File: config.mk
export PLATFORM = sky130hd
export DESIGN_NAME = pipe_hazard_unit
export DESIGN_NICKNAME = d
export VERILOG_FILES = /design/src/rtl/pipe_hazard_unit.sv
export SDC_FILE = /design/constraint.sdc
export NUM_CORES = 1
export LEC_CHECK = 0
export CAP_MARGIN = 10
export CORE_MARGIN = 2
export CORE_UTILIZATION = 46
export DETAILED_ROUTE_END_ITERATION = 10
export PLACE_DENSITY = 0.75
export REMOVE_ABC_BUFFERS = 1
export SLEW_MARGIN = 20
export SYNTH_ARGS = -nofsm -noshare
export SYNTH_HDL_FRONTEND = slang
export SYNTH_SLANG_ARGS = --single-unit
File: constraint.sdc
create_clock -name inp_clk -period 1.9 [get_ports inp_clk]
set_input_delay 0.38 -clock inp_clk [delete_from_list [all_inputs] [get_ports inp_clk]]
set_output_delay 0.38 -clock inp_clk [all_outputs]
set_load 0.01 [all_outputs]
File: src/rtl/pipe_hazard_unit.sv
// Hazard and forwarding controller for a 5-stage pipeline.
// It tracks the EX/MEM/WB stages, generates load-use stalls, branch flushes and forwarding selects, and counts events.
`timescale 1ns/1ps
module pipe_hazard_unit #(
  parameter int REG_AW        = 3,
  parameter int CNT_W         = 16,
  parameter int ZERO_REG_HARD = 1
) (
  input  logic              inp_clk,
  input  logic              inp_rst,
  input  logic              inp_hit,
  input  logic              inp_pcSrc,
  input  logic              inp_id_valid,
  input  logic [REG_AW-1:0] inp_id_rs,
  input  logic [REG_AW-1:0] inp_id_rt,
  input  logic              inp_id_useRs,
  input  logic              inp_id_useRt,
  input  logic [REG_AW-1:0] inp_id_dest,
  input  logic              inp_id_regWrite,
  input  logic              inp_id_memRead,
  output logic              out_stall,
  output logic              out_flush,
  output logic [1:0]        out_fwdA,
  output logic [1:0]        out_fwdB,
  output logic              out_idBypassA,
  output logic              out_idBypassB,
  output logic [CNT_W-1:0]  out_stallCount,
  output logic [CNT_W-1:0]  out_flushCount
);

  localparam logic [CNT_W-1:0] CNT_MAX = {CNT_W{1'b1}};

  logic              r_ex_valid, r_ex_useRs, r_ex_useRt, r_ex_regWrite, r_ex_memRead;
  logic [REG_AW-1:0] r_ex_rs, r_ex_rt, r_ex_dest;
  logic              r_mem_valid, r_mem_regWrite, r_mem_memRead;
  logic [REG_AW-1:0] r_mem_dest;
  logic              r_wb_valid, r_wb_regWrite, r_wb_memRead;
  logic [REG_AW-1:0] r_wb_dest;
  logic [CNT_W-1:0]  r_stall_cnt, r_flush_cnt;
  logic              w_load_use;

  function automatic logic f_writes(input logic valid, input logic reg_write,
                                    input logic [REG_AW-1:0] dest,
                                    input logic [REG_AW-1:0] r);
    logic zero_ok;
    zero_ok = (ZERO_REG_HARD != 0) ? (dest != {REG_AW{1'b0}}) : 1'b1;
    return valid & reg_write & (dest == r) & zero_ok;
  endfunction

  assign w_load_use = r_ex_memRead &
      ((inp_id_useRs & f_writes(r_ex_valid, r_ex_regWrite, r_ex_dest, inp_id_rs)) |
       (inp_id_useRt & f_writes(r_ex_valid, r_ex_regWrite, r_ex_dest, inp_id_rt)));
  assign out_flush = inp_hit & inp_pcSrc;
  assign out_stall = inp_hit & ~inp_pcSrc & inp_id_valid & w_load_use;

  assign out_idBypassA  = inp_id_useRs & f_writes(r_wb_valid, r_wb_regWrite, r_wb_dest, inp_id_rs);
  assign out_idBypassB  = inp_id_useRt & f_writes(r_wb_valid, r_wb_regWrite, r_wb_dest, inp_id_rt);
  assign out_stallCount = r_stall_cnt;
  assign out_flushCount = r_flush_cnt;

  // A bubble in EX has no operands, so it never requests forwarding.
  always_comb begin
    out_fwdA = 2'b00;
    out_fwdB = 2'b00;
    if (r_ex_valid && r_ex_useRs && !r_mem_memRead &&
        f_writes(r_mem_valid, r_mem_regWrite, r_mem_dest, r_ex_rs)) begin
      out_fwdA = 2'b01;
    end else if (r_ex_valid && r_ex_useRs &&
                 f_writes(r_wb_valid, r_wb_regWrite, r_wb_dest, r_ex_rs)) begin
      out_fwdA = 2'b10;
    end else begin
      out_fwdA = 2'b00;
    end
    if (r_ex_valid && r_ex_useRt && !r_mem_memRead &&
        f_writes(r_mem_valid, r_mem_regWrite, r_mem_dest, r_ex_rt)) begin
      out_fwdB = 2'b01;
    end else if (r_ex_valid && r_ex_useRt &&
                 f_writes(r_wb_valid, r_wb_regWrite, r_wb_dest, r_ex_rt)) begin
      out_fwdB = 2'b10;
    end else begin
      out_fwdB = 2'b00;
    end
  end

  always_ff @(posedge inp_clk or posedge inp_rst) begin
    if (inp_rst) begin
      r_ex_valid     <= 1'b0;
      r_ex_rs        <= '0;
      r_ex_rt        <= '0;
      r_ex_useRs     <= 1'b0;
      r_ex_useRt     <= 1'b0;
      r_ex_dest      <= '0;
      r_ex_regWrite  <= 1'b0;
      r_ex_memRead   <= 1'b0;
      r_mem_valid    <= 1'b0;
      r_mem_dest     <= '0;
      r_mem_regWrite <= 1'b0;
      r_mem_memRead  <= 1'b0;
      r_wb_valid     <= 1'b0;
      r_wb_dest      <= '0;
      r_wb_regWrite  <= 1'b0;
      r_wb_memRead   <= 1'b0;
    end else if (inp_hit) begin
      // WB always takes MEM; on a flush that is the branch itself retiring.
      r_wb_valid    <= r_mem_valid;
      r_wb_dest     <= r_mem_dest;
      r_wb_regWrite <= r_mem_regWrite;
      r_wb_memRead  <= r_mem_memRead;
      if (out_flush) begin
        r_ex_valid  <= 1'b0;
        r_mem_valid <= 1'b0;
      end else begin
        r_mem_valid    <= r_ex_valid;
        r_mem_dest     <= r_ex_dest;
        r_mem_regWrite <= r_ex_regWrite;
        r_mem_memRead  <= r_ex_memRead;
        if (out_stall) begin
          r_ex_valid <= 1'b0;
        end else begin
          r_ex_valid    <= inp_id_valid;
          r_ex_rs       <= inp_id_rs;
          r_ex_rt       <= inp_id_rt;
          r_ex_useRs    <= inp_id_useRs;
          r_ex_useRt    <= inp_id_useRt;
          r_ex_dest     <= inp_id_dest;
          r_ex_regWrite <= inp_id_regWrite;
          r_ex_memRead  <= inp_id_memRead;
        end
      end
    end
  end

  // out_stall and out_flush already include inp_hit, so a miss freezes both counters.
  always_ff @(posedge inp_clk or posedge inp_rst) begin
    if (inp_rst) begin
      r_stall_cnt <= '0;
      r_flush_cnt <= '0;
    end else begin
      if (out_stall && (r_stall_cnt != CNT_MAX)) begin
        r_stall_cnt <= r_stall_cnt + {{(CNT_W-1){1'b0}}, 1'b1};
      end
      if (out_flush && (r_flush_cnt != CNT_MAX)) begin
        r_flush_cnt <= r_flush_cnt + {{(CNT_W-1){1'b0}}, 1'b1};
      end
    end
  end

endmodule

Yosys cells after proc, flatten, opt, wreduce, memory -nomap -nowiden
Index checks and enable logic that the tools add are counted.
{"block": "word_totals", "in_bits": 18, "wordCells": 84, "reg_bits": 57, "out_inout_bits": 40}
{"block": "classes", "n_mux": 7, "bitwise_logic": 32, "reduce_logical": 16, "add_sub_neg": 2, "n_eq_ne": 10}
{"cell": "$add 16x1->16 const B", "n": 2}
{"cell": "$ne 16x16->1 const B", "n": 2}
{"cell": "$and 1x1->1", "n": 28}
{"cell": "$eq 3x3->1", "n": 8}
{"cell": "$logic_and 1x1->1", "n": 10}
{"cell": "$reduce_bool 3->1", "n": 3}
{"cell": "$mux 2", "n": 4}
{"cell": "$mux 1", "n": 3}
{"cell": "$not 1->1", "n": 3}
{"cell": "$reduce_and 3->1", "n": 1}
{"cell": "$reduce_and 2->1", "n": 1}
{"cell": "$logic_not 1->1", "n": 1}
{"cell": "$or 1x1->1", "n": 1}

Logic depth before layout (Yosys ltp)
{"block": "depth", "depth_word": 9, "mapped_depth": 8, "mapped_depth_nobuf": 6}

Worst setup path before layout
Ideal clock, no wire load.
{"block": "synth_timing", "path_kind": "register -> output", "from": "reg r_ex_valid", "to": "out out_fwdB[1]", "setup_slack_ns": -0.158, "path_stages_with_launch": 6, "path_buffers": 0, "required_ns": 1.520, "t_arrival_ns": 1.678, "path_cell_list": "dfrtp_1 -> inv_1 -> nor3_1 -> nand2_1 -> a2111oi_0 -> nor3_1"}
{"block": "synth_between", "elab_chain_len": 4, "elab_cells_between_ends": 6, "classes_between": "2 x mux; 4 x reduce/logical"}
{"element": "start, declared", "line_no": "33", "rtl": "logic r_ex_valid, r_ex_useRs, r_ex_useRt, r_ex_regWrite, r_ex_memRead;"}
{"element": "start signal, assigned", "line_no": "120", "rtl": "r_ex_valid <= inp_id_valid;"}
{"element": "$logic_and 1x1->1 (*)", "line_no": "74, 77"}
{"element": "$logic_and 1x1->1, on equally long branches", "line_no": "77, 74"}
{"element": "$mux 2 or $logic_and 1x1->1 (tied branches)", "line_no": "77, 74"}
{"element": "$mux 2 (*)", "line_no": "74", "rtl": "if (r_ex_valid && r_ex_useRt && !r_mem_memRead &&"}
{"element": "end, declared", "line_no": "24", "rtl": "output logic [1:0] out_fwdB,"}
Mark *: on every way between the ends. The rest lies on a longest branch, timed or not.

Final worst setup path
{"block": "layout_timing", "from": "in inp_pcSrc", "to": "out out_stall"}
{"block": "layout_between", "elab_chain_len": 4}
{"element": "start, declared", "line_no": "12", "rtl": "input logic inp_pcSrc,"}
{"element": "$not 1->1", "line_no": "54", "rtl": "assign out_stall = inp_hit & ~inp_pcSrc & inp_id_valid & w_load_use;"}
{"element": "$and 1x1->1 (3 in series)", "line_no": "54"}
{"element": "end, declared", "line_no": "21", "rtl": "output logic out_stall,"}
Every way passes these cells.

==> metrics.txt <==
result of the run finished with violations; violated checks negative setup slack; largest driver fanout on the critical path 2; number of clock buffers inserted by TritonCTS 9; worst slew pin tran 0.4665 ns; buffers from clock root to sink, at most 2; First-pass DRT Iterations 4; Synth warnings 0; number of register bits inferred by synthesis 57; root buffer cell clkbuf_8; post-synthesis share of cell area spent on and, or, nand and nor gates 19.65%; worst min-delay path category in2async; reg2reg setup slack -0.18 ns; CTS tree done; Core Util, Final 75.62%; number of antenna violations at the first check in global routing 0; I/O pin count 58; Max Cap Viol 0; number of H-tree branching levels 3; area of the mapped netlist just under 3000 µm²; DRT antenna net count 0; vias in the first global route 2,568; Diodes inserted 0; power per cell area 839.2 nW/µm²; worst r2r path cells 8; peak supply drop 0.6369 mV; post-synthesis cell type count 38; RR Startpoint r_ex_dest[0]; delay of the slowest critical-path stage between 0.4 and 0.5 ns; hold violation count in the final report 0; most frequent cells in the layout dfrtp_1 (53), buf_4 (51), clkdlybuf4s50_1 (43); Seq/Total Area, Yosys 49.01%; Slowest-stage cell, CP clkdlybuf4s50_1; chain of cells forming the critical path clkdlybuf4s50_1 > and2b_4 > nand2_2 > a2111o_1 > inv_2 > buf_6; multiplexer fraction of the synthesized cell area a little under a tenth; fin nets 403; starting density of the core 48.30%; worst clock skew between 0.007 and 0.008 ns; post-synthesis xor/xnor area fraction 15.35%; endpoint of the lowest-slack register-to-register path r_ex_rt[1]; post-layout min period around 2.1 ns; setup repair after global routing missed its margin yes; placeable core region 6026 µm²; pin count of the biggest net entering global routing 24; Mapped Cells 259; worst slew margin relative to its limit 68.85%; Filler cells 399; Layout area overhead 56.58%; number of hold buffers added after CTS 0; crit path setup slack, layout -0.2351 ns; crit path kind in2out; standby leakage power a little over 0.002 µW; Congestion Overflow GR 0; post-detailed-route DRC marker count 0; insertion delay of the later-clocked pin in the worst-skew pair around 0.34 ns; mean routed wirelength per cell about 17 µm; CTS sink count 57; Via-to-Cell Ratio 5.365; final wirelength 7756 µm; clock transition at the register clock pins on the worst setup and hold paths after CTS 0.07 ns; Compound-Gate Fraction of Synth Area 2.923%; Global Route Usage Sum 22.64%; area of the die 6979 µm²; WP data arrival 1.76 ns; half-perimeter wire length after detailed placement roughly 5000 µm; wire length of the first global-routing pass 12,430 µm; gp weighted congestion 0.8843; most common library cell in the layout ignoring fill and taps dfrtp_1; setup slack after placement -0.7824 ns; drt first-iter violations roughly 140; standard-cell rows 28; average instance area after synthesis 11.24 µm²; final cycle utilization of the critical path 112.4%; number of vias in the routed layout 2,484; fraction of the mapped netlist area in adder cells less than 1%; achievable clock frequency 468.4 MHz; Die Span X 83.54 µm; data required time at the worst endpoint 1.52 ns; total power after layout 3824 µW; type of destination of the critical path primary output; vertical extent of the die 83.54 µm; number of input and output port buffers inserted 57; endpoints failing setup 31; largest family of logic cells by synthesized area simple AND/OR/NAND/NOR gates; layout cell share with drive strength beyond 1 approximately two fifths; element type at the critical path start input port; count of final max-slew check failures 0
-- how the worst max path moves through the flow --
stage | slack, ns | endpoint | from
6_report | -0.24 | out_stall | inp_pcSrc
3_3_place_gp | -0.76 | out_stall | inp_id_rt[0]
4_1_cts | -0.25 | out_stall | r_ex_dest[1]
3_5_place_dp | -0.78 | out_stall | inp_id_rt[0]
2_1_floorplan | -1.00 | out_stallCount[1] | out_stallCount[0]
5_1_grt | -0.32 | out_stall | r_ex_dest[1]
-- per-stage QoR --
stage,hold WS [ns],setup TNS (ns),area [µm²],instances
final,0.3710,-4.161,4557,463
after floorplan,0.4470,-15.15,2851,252
after CTS,0.3669,-3.866,4418,460
after global routing,0.3962,-6.998,4557,463
after detailed placement,0.4888,-19.67,3953,438
after global placement,0.4615,-17.93,3953,438
-- kinds of logic (layout without fill, tap and decap cells) --
group / Yosys count / after routing
AOI/OAI and AO/OA: 13 / 13
xor gates and xnor gates: 51 / 51
adders and majority gates: 2 / 2
buffers and inverters: 16 / 145
DFF: 57 / 57
muxes: 20 / 20
and+or+nand+nor: 100 / 100
-- worst max-delay path, delay by kind of cell --
| kind | cells | cell delay [ns] |
|---|---|---|
| buffers and inverters | 3 | 0.62 |
| AOI/OAI and AO/OA | 1 | 0.43 |
| and+or+nand+nor | 2 | 0.32 |
-- cell usage after synthesis, drive strengths merged --
master / number / area share [%]
inv: 9 / 1.2
nor2: 9 / 1.4
o21bai: 1 / 0.26
o21ai: 3 / 0.52
and2b: 1 / 0.34
and2: 1 / 0.22
o311ai: 1 / 0.30
dfrtp: 57 / 49
nor3: 10 / 1.7
xor2: 18 / 5.4
ha: 2 / 0.86
a31oi: 1 / 0.22
a2111o: 1 / 0.39
xnor2: 33 / 9.9
and4: 3 / 0.90
mux2: 20 / 9.0
clkbuf: 3 / 0.39
a2111oi: 1 / 0.30
nand2b: 1 / 0.22
buf: 4 / 1.6
nand3: 13 / 2.2
nand4: 15 / 3.2
or2: 1 / 0.22
nand2: 28 / 3.7
o22ai: 2 / 0.43
nor4: 8 / 3.1
nor3b: 3 / 0.77
and3: 6 / 1.3
a21oi: 3 / 0.52
nor4b: 1 / 0.30
-- state kept, by name, summed over array words and instances, names as in the netlist, 3 cells and up --
signal	count
out_flushCount	16
r_mem_dest	3
r_ex_rt	3
r_wb_dest	3
r_ex_dest	3
r_ex_rs	3
out_stallCount	16
-- timing repair --
action | 4_1_cts | 5_1_grt
setup buffers | 6 | 3
resized for setup | 74 | 27
setup endpoints to repair | 37 | 37
pin swaps | 21 | 12
cloned | 0 | 1
-- metal layers --
layer | wire [µm] | up-vias | track usage, %
met2 | 4057 | 72 | 38.34
met4 | 125 | 0 | 6.305
met3 | 354 | 15 | 7.023
met5 | 0 | - | 0
li1 | - | 1164 | -
met1 | 3219 | 1233 | 28.07
-- where the power goes --
| part | internal [µW] | switching [µW] |
|---|---|---|
| sequential | 1370 | 175 |
| clock | 899 | 491 |
| combinational | 534 | 360 |
| total | 2800 | 1030 |
-- layout make-up --
cell class              count  area [µm²]  share of cell area [%]
clock inverters             6       105.1                   2.306
multi-input cells         186        1643                   36.05
well taps                  75       93.84                   2.059
clock buffers              10       137.6                   3.020
flip-flops and latches     57        1431                   31.41
repair buffers            120        1112                   24.41
inverters                   9       33.78                  0.7414
Power figures use the tool's default switching activity.
